**src/rtl/tdm_demux_4ch_pkg.sv**
```systemverilog
// Shared types and sizing for the 4-channel TDM demultiplexer.
package tdm_pkg;

  localparam int unsigned NUM_CH = 4;
  localparam int unsigned SLOT_W = 2;

  typedef enum logic {
    HUNT   = 1'b0,
    LOCKED = 1'b1
  } state_t;

endpackage

```
**src/rtl/tdm_demux_4ch_if.sv**
```systemverilog
// Serial TDM input side and parallel frame output side of the demultiplexer.
interface tdm_demux_4ch_if;
  import tdm_pkg::*;

  logic                en;
  logic                din;
  logic                sync;
  logic [NUM_CH-1:0]   dout;
  logic                dout_valid;
  logic [SLOT_W-1:0]   ch_sel;
  logic                locked;
  logic                sync_err;

  modport master (
    output en, din, sync,
    input  dout, dout_valid, ch_sel, locked, sync_err
  );

  modport slave (
    input  en, din, sync,
    output dout, dout_valid, ch_sel, locked, sync_err
  );
endinterface

```
**src/rtl/tdm_demux_4ch_demux.sv**
```systemverilog
// Slot decoder: one-hot write enable per channel for the current strobe.
module demux_1to4
  import tdm_pkg::*;
(
  input  logic [SLOT_W-1:0] slot_i,
  input  logic              strobe_i,
  output logic [NUM_CH-1:0] we_o
);

  always_comb begin
    we_o         = '0;
    we_o[slot_i] = strobe_i;
  end

endmodule

```
**src/rtl/tdm_demux_4ch.sv**
```systemverilog
// 4-channel serial TDM demultiplexer with sync hunting, flywheel and loss-of-lock.
module tdm_demux_4ch
  import tdm_pkg::*;
#(
  parameter int unsigned SYNC_LOSS_MAX = 2
) (
  input  logic             clk,
  input  logic             rst_n,
  tdm_demux_4ch_if.slave   bus
);

  localparam int unsigned MW = (SYNC_LOSS_MAX < 2) ? 1 : $clog2(SYNC_LOSS_MAX + 1);
  localparam logic [MW-1:0] MISS_LIMIT = MW'(SYNC_LOSS_MAX);

  state_t              state_q;
  logic [SLOT_W-1:0]   slot_q;
  logic [MW-1:0]       miss_q;
  logic [NUM_CH-2:0]   shadow_q;
  logic [NUM_CH-1:0]   dout_q;
  logic                dout_valid_q;
  logic                sync_err_q;

  logic                misplaced;
  logic                wr_strobe;
  logic [MW-1:0]       miss_inc;
  logic [NUM_CH-1:0]   we;

  // A sync away from slot 0 overrides the normal slot write path.
  assign misplaced = bus.sync && (slot_q != '0);
  assign wr_strobe = bus.en && (state_q == LOCKED) && !misplaced;
  assign miss_inc  = (miss_q == '1) ? miss_q : miss_q + 1'b1;

  demux_1to4 u_demux (
    .slot_i   (slot_q),
    .strobe_i (wr_strobe),
    .we_o     (we)
  );

  always_ff @(posedge clk) begin
    if (!rst_n) begin
      state_q      <= HUNT;
      slot_q       <= '0;
      miss_q       <= '0;
      shadow_q     <= '0;
      dout_q       <= '0;
      dout_valid_q <= 1'b0;
      sync_err_q   <= 1'b0;
    end else begin
      dout_valid_q <= 1'b0;
      sync_err_q   <= 1'b0;
      if (bus.en) begin
        case (state_q)
          HUNT: begin
            if (bus.sync) begin
              shadow_q[0] <= bus.din;
              slot_q      <= SLOT_W'(1);
              miss_q      <= '0;
              state_q     <= LOCKED;
            end
          end
          LOCKED: begin
            if (misplaced) begin
              sync_err_q <= 1'b1;
              if (miss_inc >= MISS_LIMIT) begin
                slot_q  <= '0;
                miss_q  <= '0;
                state_q <= HUNT;
              end else begin
                miss_q      <= miss_inc;
                shadow_q[0] <= bus.din;
                slot_q      <= SLOT_W'(1);
              end
            end else begin
              if (bus.sync) miss_q <= '0;
              if (we[0]) shadow_q[0] <= bus.din;
              if (we[1]) shadow_q[1] <= bus.din;
              if (we[2]) shadow_q[2] <= bus.din;
              if (we[3]) begin
                dout_q       <= {bus.din, shadow_q};
                dout_valid_q <= 1'b1;
              end
              slot_q <= slot_q + 1'b1;
            end
          end
          default: state_q <= HUNT;
        endcase
      end
    end
  end

  assign bus.dout       = dout_q;
  assign bus.dout_valid = dout_valid_q;
  assign bus.ch_sel     = slot_q;
  assign bus.locked     = (state_q == LOCKED);
  assign bus.sync_err   = sync_err_q;

endmodule

```
**src/flat_wrapper.sv**
```systemverilog
// flat-port wrapper written by rule: the top's interface ports become plain ports
module tdm_demux_4ch_flat import tdm_pkg::*;
#(
  parameter int unsigned SYNC_LOSS_MAX = 2
)
  (clk, rst_n, bus_en, bus_din, bus_sync, bus_dout, bus_dout_valid, bus_ch_sel, bus_locked, bus_sync_err);
  tdm_demux_4ch_if bus_i ();
  input  logic clk;
  input  logic rst_n;
  input wire logic [$bits(bus_i.en)-1:0] bus_en;
  input wire logic [$bits(bus_i.din)-1:0] bus_din;
  input wire logic [$bits(bus_i.sync)-1:0] bus_sync;
  output wire logic [$bits(bus_i.dout)-1:0] bus_dout;
  output wire logic [$bits(bus_i.dout_valid)-1:0] bus_dout_valid;
  output wire logic [$bits(bus_i.ch_sel)-1:0] bus_ch_sel;
  output wire logic [$bits(bus_i.locked)-1:0] bus_locked;
  output wire logic [$bits(bus_i.sync_err)-1:0] bus_sync_err;
  assign bus_i.en = bus_en;
  assign bus_i.din = bus_din;
  assign bus_i.sync = bus_sync;
  assign bus_dout = bus_i.dout;
  assign bus_dout_valid = bus_i.dout_valid;
  assign bus_ch_sel = bus_i.ch_sel;
  assign bus_locked = bus_i.locked;
  assign bus_sync_err = bus_i.sync_err;
  tdm_demux_4ch #(.SYNC_LOSS_MAX(SYNC_LOSS_MAX)) u_core (.clk(clk), .rst_n(rst_n), .bus(bus_i));
endmodule
```
**config.mk**
```make
export PLATFORM = sky130hd
export DESIGN_NAME = tdm_demux_4ch_flat
export DESIGN_NICKNAME = d
export VERILOG_FILES = /design/src/rtl/tdm_demux_4ch_pkg.sv /design/src/rtl/tdm_demux_4ch_if.sv /design/src/rtl/tdm_demux_4ch_demux.sv /design/src/rtl/tdm_demux_4ch.sv /design/src/flat_wrapper.sv
export SDC_FILE = /design/constraint.sdc
export NUM_CORES = 1
export LEC_CHECK = 0
export ABC_AREA = 0
export ABC_CLOCK_PERIOD_IN_PS = 2100
export CORE_ASPECT_RATIO = 0.8
export CORE_MARGIN = 3
export CORE_UTILIZATION = 23
export CTS_CLUSTER_SIZE = 10
export DETAILED_ROUTE_END_ITERATION = 6
export PLACE_DENSITY = 0.52
export RECOVER_POWER = 100
export SKIP_LAST_GASP = 1
export SYNTH_ARGS = -nofsm -noshare
export SYNTH_HDL_FRONTEND = slang
export SYNTH_SLANG_ARGS = --single-unit
export TNS_END_PERCENT = 20
```
**constraint.sdc**
```tcl
create_clock -name clk -period 2.1 [get_ports clk]
set_clock_uncertainty 0.1 [all_clocks]
set_input_delay 0.42 -clock clk [delete_from_list [all_inputs] [get_ports clk]]
set_output_delay 0.42 -clock clk [all_outputs]
set_load 0.02 [all_outputs]
```
Word level (Yosys, flattened, before mapping):

Index checks and enable logic that the tools add are counted.

* add/subtract/negate cells: 2
* multipliers: 0
* divide/modulo/power cells: 0
* $lt $le $gt $ge: 3
* equality and inequality tests: 4
* shift operators: 0
* multiplexer cells: 22
* bitwise operators: 5
* reduce and logical (&&, ||, !) cells: 13

Operators by type and width (number)
* AND reduction 4 bit: 4
* two-way mux 2 bit: 6
* two-way mux 1 bit: 11
* one-hot mux 2 bit (2 select lines): 2
* inequality test 3 bit, second input constant: 2
* adder 2 x 1 -> 2 bit, second input constant: 2
* bitwise AND 4 bit: 1
* logical AND 1 bit: 4
* inverter 1 bit: 4
* one-hot mux 1 bit (2 select lines): 2
* OR reduction 4 bit: 1
* less-than comparator 2 x 3 -> 1 bit, second input constant: 1
* AND reduction 3 bit: 1
* demux 1 bit (select 2 bit): 1
* equality test 2 bit, second input constant: 1
* >= comparator 2 x 1 -> 1 bit, second input constant: 1
* >= comparator 2 bit, second input constant: 1
* inequality test 2 bit, second input constant: 1
* AND reduction 2 bit: 1
* nonzero test 2 bit: 1
* logical NOT 1 bit: 1

* bits in registers: 14
* latch bits: 0
* RAM bits: 0
* memory bits (read-only): 0
* output and inout port bits: 9
* word-level logic and storage cells: 58
* memories: 0

Depth between registers and ports, before layout:

* depth in word-level cells: 8
* mapped depth: 6
* mapped depth without buffers: 5

Modules after synthesis:

Synthesis repeated with hierarchy kept, for this count alone.

* cell total of the unflattened synthesis: 71
* area total of the unflattened synthesis: 604.3 um^2

By module, submodules not included
* tdm_demux_4ch: times used 1, cells an instance 67, area an instance 566.8 um^2, seq. area each 280.3 um^2
* demux_1to4: times used 1, cells an instance 4, area an instance 37.5 um^2, seq. area each 0.0 um^2

Worst setup path after synthesis:

OpenSTA, ideal clock, no wires.

* path kind: register to register
* from: register u_core.slot_q[0] (netlist: u_core.bus.ch_sel[0])
* to: register u_core.slot_q[0] (netlist: u_core.bus.ch_sel[0])
* library setup time: 130 ps
* arrival time: 1408 ps
* data required time: 1870 ps
* slack: 462 ps
* stages on the path, launching flop included: 7
* path buffers: 1
* clock period less this slack: 1638 ps
* cells stage by stage: dfxtp_1 -> inv_1 -> ha_1 -> and2b_1 -> buf_6 -> mux2i_1 -> a221oi_2

* cells in the longest elaborated chain, start to end: 4

RTL lines
* start: declaration: line tdm_demux_4ch.sv:16 `logic [SLOT_W-1:0] slot_q;`
* start signal: assignment: line tdm_demux_4ch.sv:82 `slot_q <= slot_q + 1'b1;`
* parallel branches: the longest is 2 deep, another holds adder 2 x 1 -> 2 bit
* two-way mux 2 bit *: line tdm_demux_4ch.sv:62 `if (misplaced) begin`
* one-hot mux 2 bit (2 select lines) *: line tdm_demux_4ch.sv:52 `case (state_q)`

Every way passes the cells marked *.
A chain may end at the register's enable or synchronous reset.

Worst setup path in the final report:

* from: register u_core.slot_q[1] (netlist: u_core.bus.ch_sel[1])
* to: output port bus_ch_sel[1]

RTL lines
* end: declaration: line flat_wrapper.sv:15 `output wire logic [$bits(bus_i.ch_sel)-1:0] bus_ch_sel;`

No word-level cell between the ends.

==> metrics.yaml <==
outcome:
  status: "finished clean"
placement:
  dp_hpwl_um: 1040
  numPortBuffers: 13
  placed_cell_area_um2: 801
  place_ws_ns: 0.164
  gp_congestion: 0.769
floorplan:
  dieArea_um2: 3510
  ios: 14
  core_area_um2: 2560
  initial_utilization: 0.254
  fp.dieW_um: 65.5
  rows: 16
  fp.dieH_um: 53.6
timing:
  worst_hold_slack_ns: 0.371
  worst_slew_pin_slew_ns: 0.396
  fmax_mhz: 517
  hold_viol: 0
  fin_ws_ns: 0.166
  report.final.slew_viol_count: 0
  setup_viol: 0
  slew_headroom: 0.736
  rsz0062_at_grt: "no"
  period_minus_slack_ns: 1.93
  fin_crit_sh: 0.921
  fin_setup_tns_ns: 0
worst_setup_path:
  cp_cell_sequence: "dlygate4sd3_1"
  path_delay_family: "buffers and inverters"
  critPathLaunchType: "register"
  cp-end-kind: "output port"
  path_max_fanout: 5
  path_class: "register to output port"
  cp_num_buf_inv: 1
  worstPathRequired_ns: 1.58
  cpMaxStageDelayCell: "dlygate4sd3_1"
  critPathMaxStageDelay_ns: 0.71
  crit_arrival_ns: 1.41
cts:
  htreeDepth: 1
  insertion_delay_ns: 0.28
  max-clock-path-buffers: 2
  cts.reportedPaths.clkPinSlew_ns: 0.09
  cts_tree: "yes"
  holdBufCountCts: 0
  cts-root-buf: "clkbuf_4"
  numCtsBuffers: 3
  post_cts_buffers: 0
  cts_resized: 0
  cts_num_sinks: 14
yosys:
  syn-instance-count: 71
  ys_types: 24
  synth_warnings: 0
  yosysSeqAreaShare: 0.431
  synth.top_cell.area_share: 0.431
  syn-cell-area_um2: 651
  synth.avg_cell_area_um2: 9.16
  synth.area.top_cells: "dfxtp_1 43%, ha_1 7.7%, o31ai_1 6.9%"
  yosys.area.top_type: "dfxtp_1"
  ys_ff_latch: 14
  synth_nets: 80
power_and_ir_drop:
  combPwrFrac: 0.112
  p_leak_nw: 0.318
  ir_drop_v: 0.000399
  power_w: 0.000529
  clkPwrFrac: 0.367
  switching_share: 0.245
  internal-power_w: 0.000399
  switchingPower_w: 0.000130
  power_frac_seq: 0.521
  power_density_nw_per_um2: 632
drt:
  routedWlPerCell_um: 11.6
  antenna_left: 0
  drt-total-wl_um: 1390
  initialDrtViolationCount: 17
  dr.pass1.iters: 4
  avgViaCountPerCell: 4.54
  via_count: 545
  route.detailed.drc: 0
finish:
  drive_gt1_frac: 0.0595
  area_growth_syn_to_layout_pct: 28.7
  diodes: 0
  final_nets: 94
  design_area_um2: 837
global_route:
  grt_usage: 0.0864
  grt_pass1_vias: 482
  antenna_found_initial: 0
  grt_remaining_overflow: 0
  grt_max_degree: 13
  grt_pass1_wl_um: 2240
flow_run:
  maxCapViolCount: 0
min_path:
  hold_class: "register to register"
[per-layer routing]
metal	share of wire	wire [µm]	global-route usage
met3	0.076	106	0.0418
met2	0.43	598	0.124
met1	0.48	673	0.112
met5	0	0	0
met4	0.0072	10	0.0310
[final timing paths]
check | startpoint | to | slack, ns | depth (start not counted)
worst min register to register | u_core.bus.dout[0]$_SDFFE_PN0P_ | u_core.bus.dout[0]$_SDFFE_PN0P_ | 0.37 | 2
worst max-delay path | u_core.bus.ch_sel[1]$_SDFFE_PN0P_ | bus_ch_sel[1] | 0.17 | 1
worst max register to register | u_core.bus.ch_sel[0]$_SDFFE_PN0P_ | u_core.bus.ch_sel[0]$_SDFFE_PN0P_ | 0.37 | 5
worst min-delay path | u_core.bus.dout[0]$_SDFFE_PN0P_ | u_core.bus.dout[0]$_SDFFE_PN0P_ | 0.37 | 2
[cell usage in the layout, fill, tap and decap left out, drive strengths merged, types with 2 or more instances in the layout]
| cell type | netlist | final |
|---|---|---|
| clkdlybuf4s50 | 0 | 3 |
| a32oi | 2 | 2 |
| nand2 | 4 | 4 |
| inv | 6 | 6 |
| nand4 | 6 | 6 |
| o21ai | 2 | 2 |
| mux2i | 2 | 2 |
| dfxtp | 14 | 14 |
| nor2 | 3 | 3 |
| dlygate4sd3 | 0 | 10 |
| a21oi | 7 | 7 |
| ha | 4 | 4 |
| o31ai | 6 | 6 |
| clkbuf | 1 | 4 |
| nor3 | 3 | 3 |
[worst min-delay path, stage by stage, from the launching register on]
cell and delay [ns]:
dfxtp_1 0.31, o31ai_1 0.06, a21oi_1 0.06
[kinds of logic after synthesis]
| kind of cell | after synthesis | synth area share |
|---|---|---|
| buffers and inverters | 10 | 0.0731 |
| adder cells (fa/ha/maj) | 4 | 0.0769 |
| flip-flops | 14 | 0.431 |
| AO/OA/AOI/OAI | 18 | 0.188 |
| multiplexers | 3 | 0.0481 |
| AND/OR/NAND/NOR | 22 | 0.183 |
[per-stage QoR]
stage / cells / utilization
3_5_place_dp: 116 / 0.313
3_3_place_gp: 116 / 0.313
2_1_floorplan: 71 / -
4_1_cts: 120 / 0.327
5_1_grt: 120 / 0.327
6_report: 120 / 0.327
[sequential cells by signal, summed over array words and instances, names as in the netlist]
signal and count:
u_core.bus.locked 1, u_core.bus.dout_valid 1, u_core.miss_q 2, u_core.bus.dout 4, u_core.shadow_q 3, u_core.bus.ch_sel 2, u_core.bus.sync_err 1
[power by group through the flow]
stage	clock, W	sequential (W)	combinational, W
2_1_floorplan	0	0.000285	0.0000358
6_report	0.000194	0.000276	0.0000593
3_5_place_dp	0	0.000282	0.0000607
5_1_grt	0.000216	0.000277	0.0000649
4_1_cts	0.000200	0.000276	0.0000610
3_3_place_gp	0	0.000282	0.0000597
[Yosys cell counts]
cell and instances:
buf_6 1, o31ai_1 6, a32oi_1 2, nand2b_1 1, a21oi_1 7, nor2_1 3, a221oi_2 1, and2b_1 1
nand2_1 4, nor4_1 1, mux2_1 1, inv_1 6, and3_1 1, buf_2 2, nor3_1 3, nand4_1 6
nor3b_1 1, dfxtp_1 14, and2_1 1, ha_1 4, o21ai_0 1, clkbuf_1 1, o21ai_1 1, mux2i_1 2
[cell type report]
type,count,area (µm²)
inverters,6,22.5
flip-flops and latches,14,280
multi-input cells,47,323
clock buffers,4,36.3
well taps,36,45.0
repair buffers,13,130
fillers,296,1730
No activity file was read; power rests on OpenSTA's default activity.
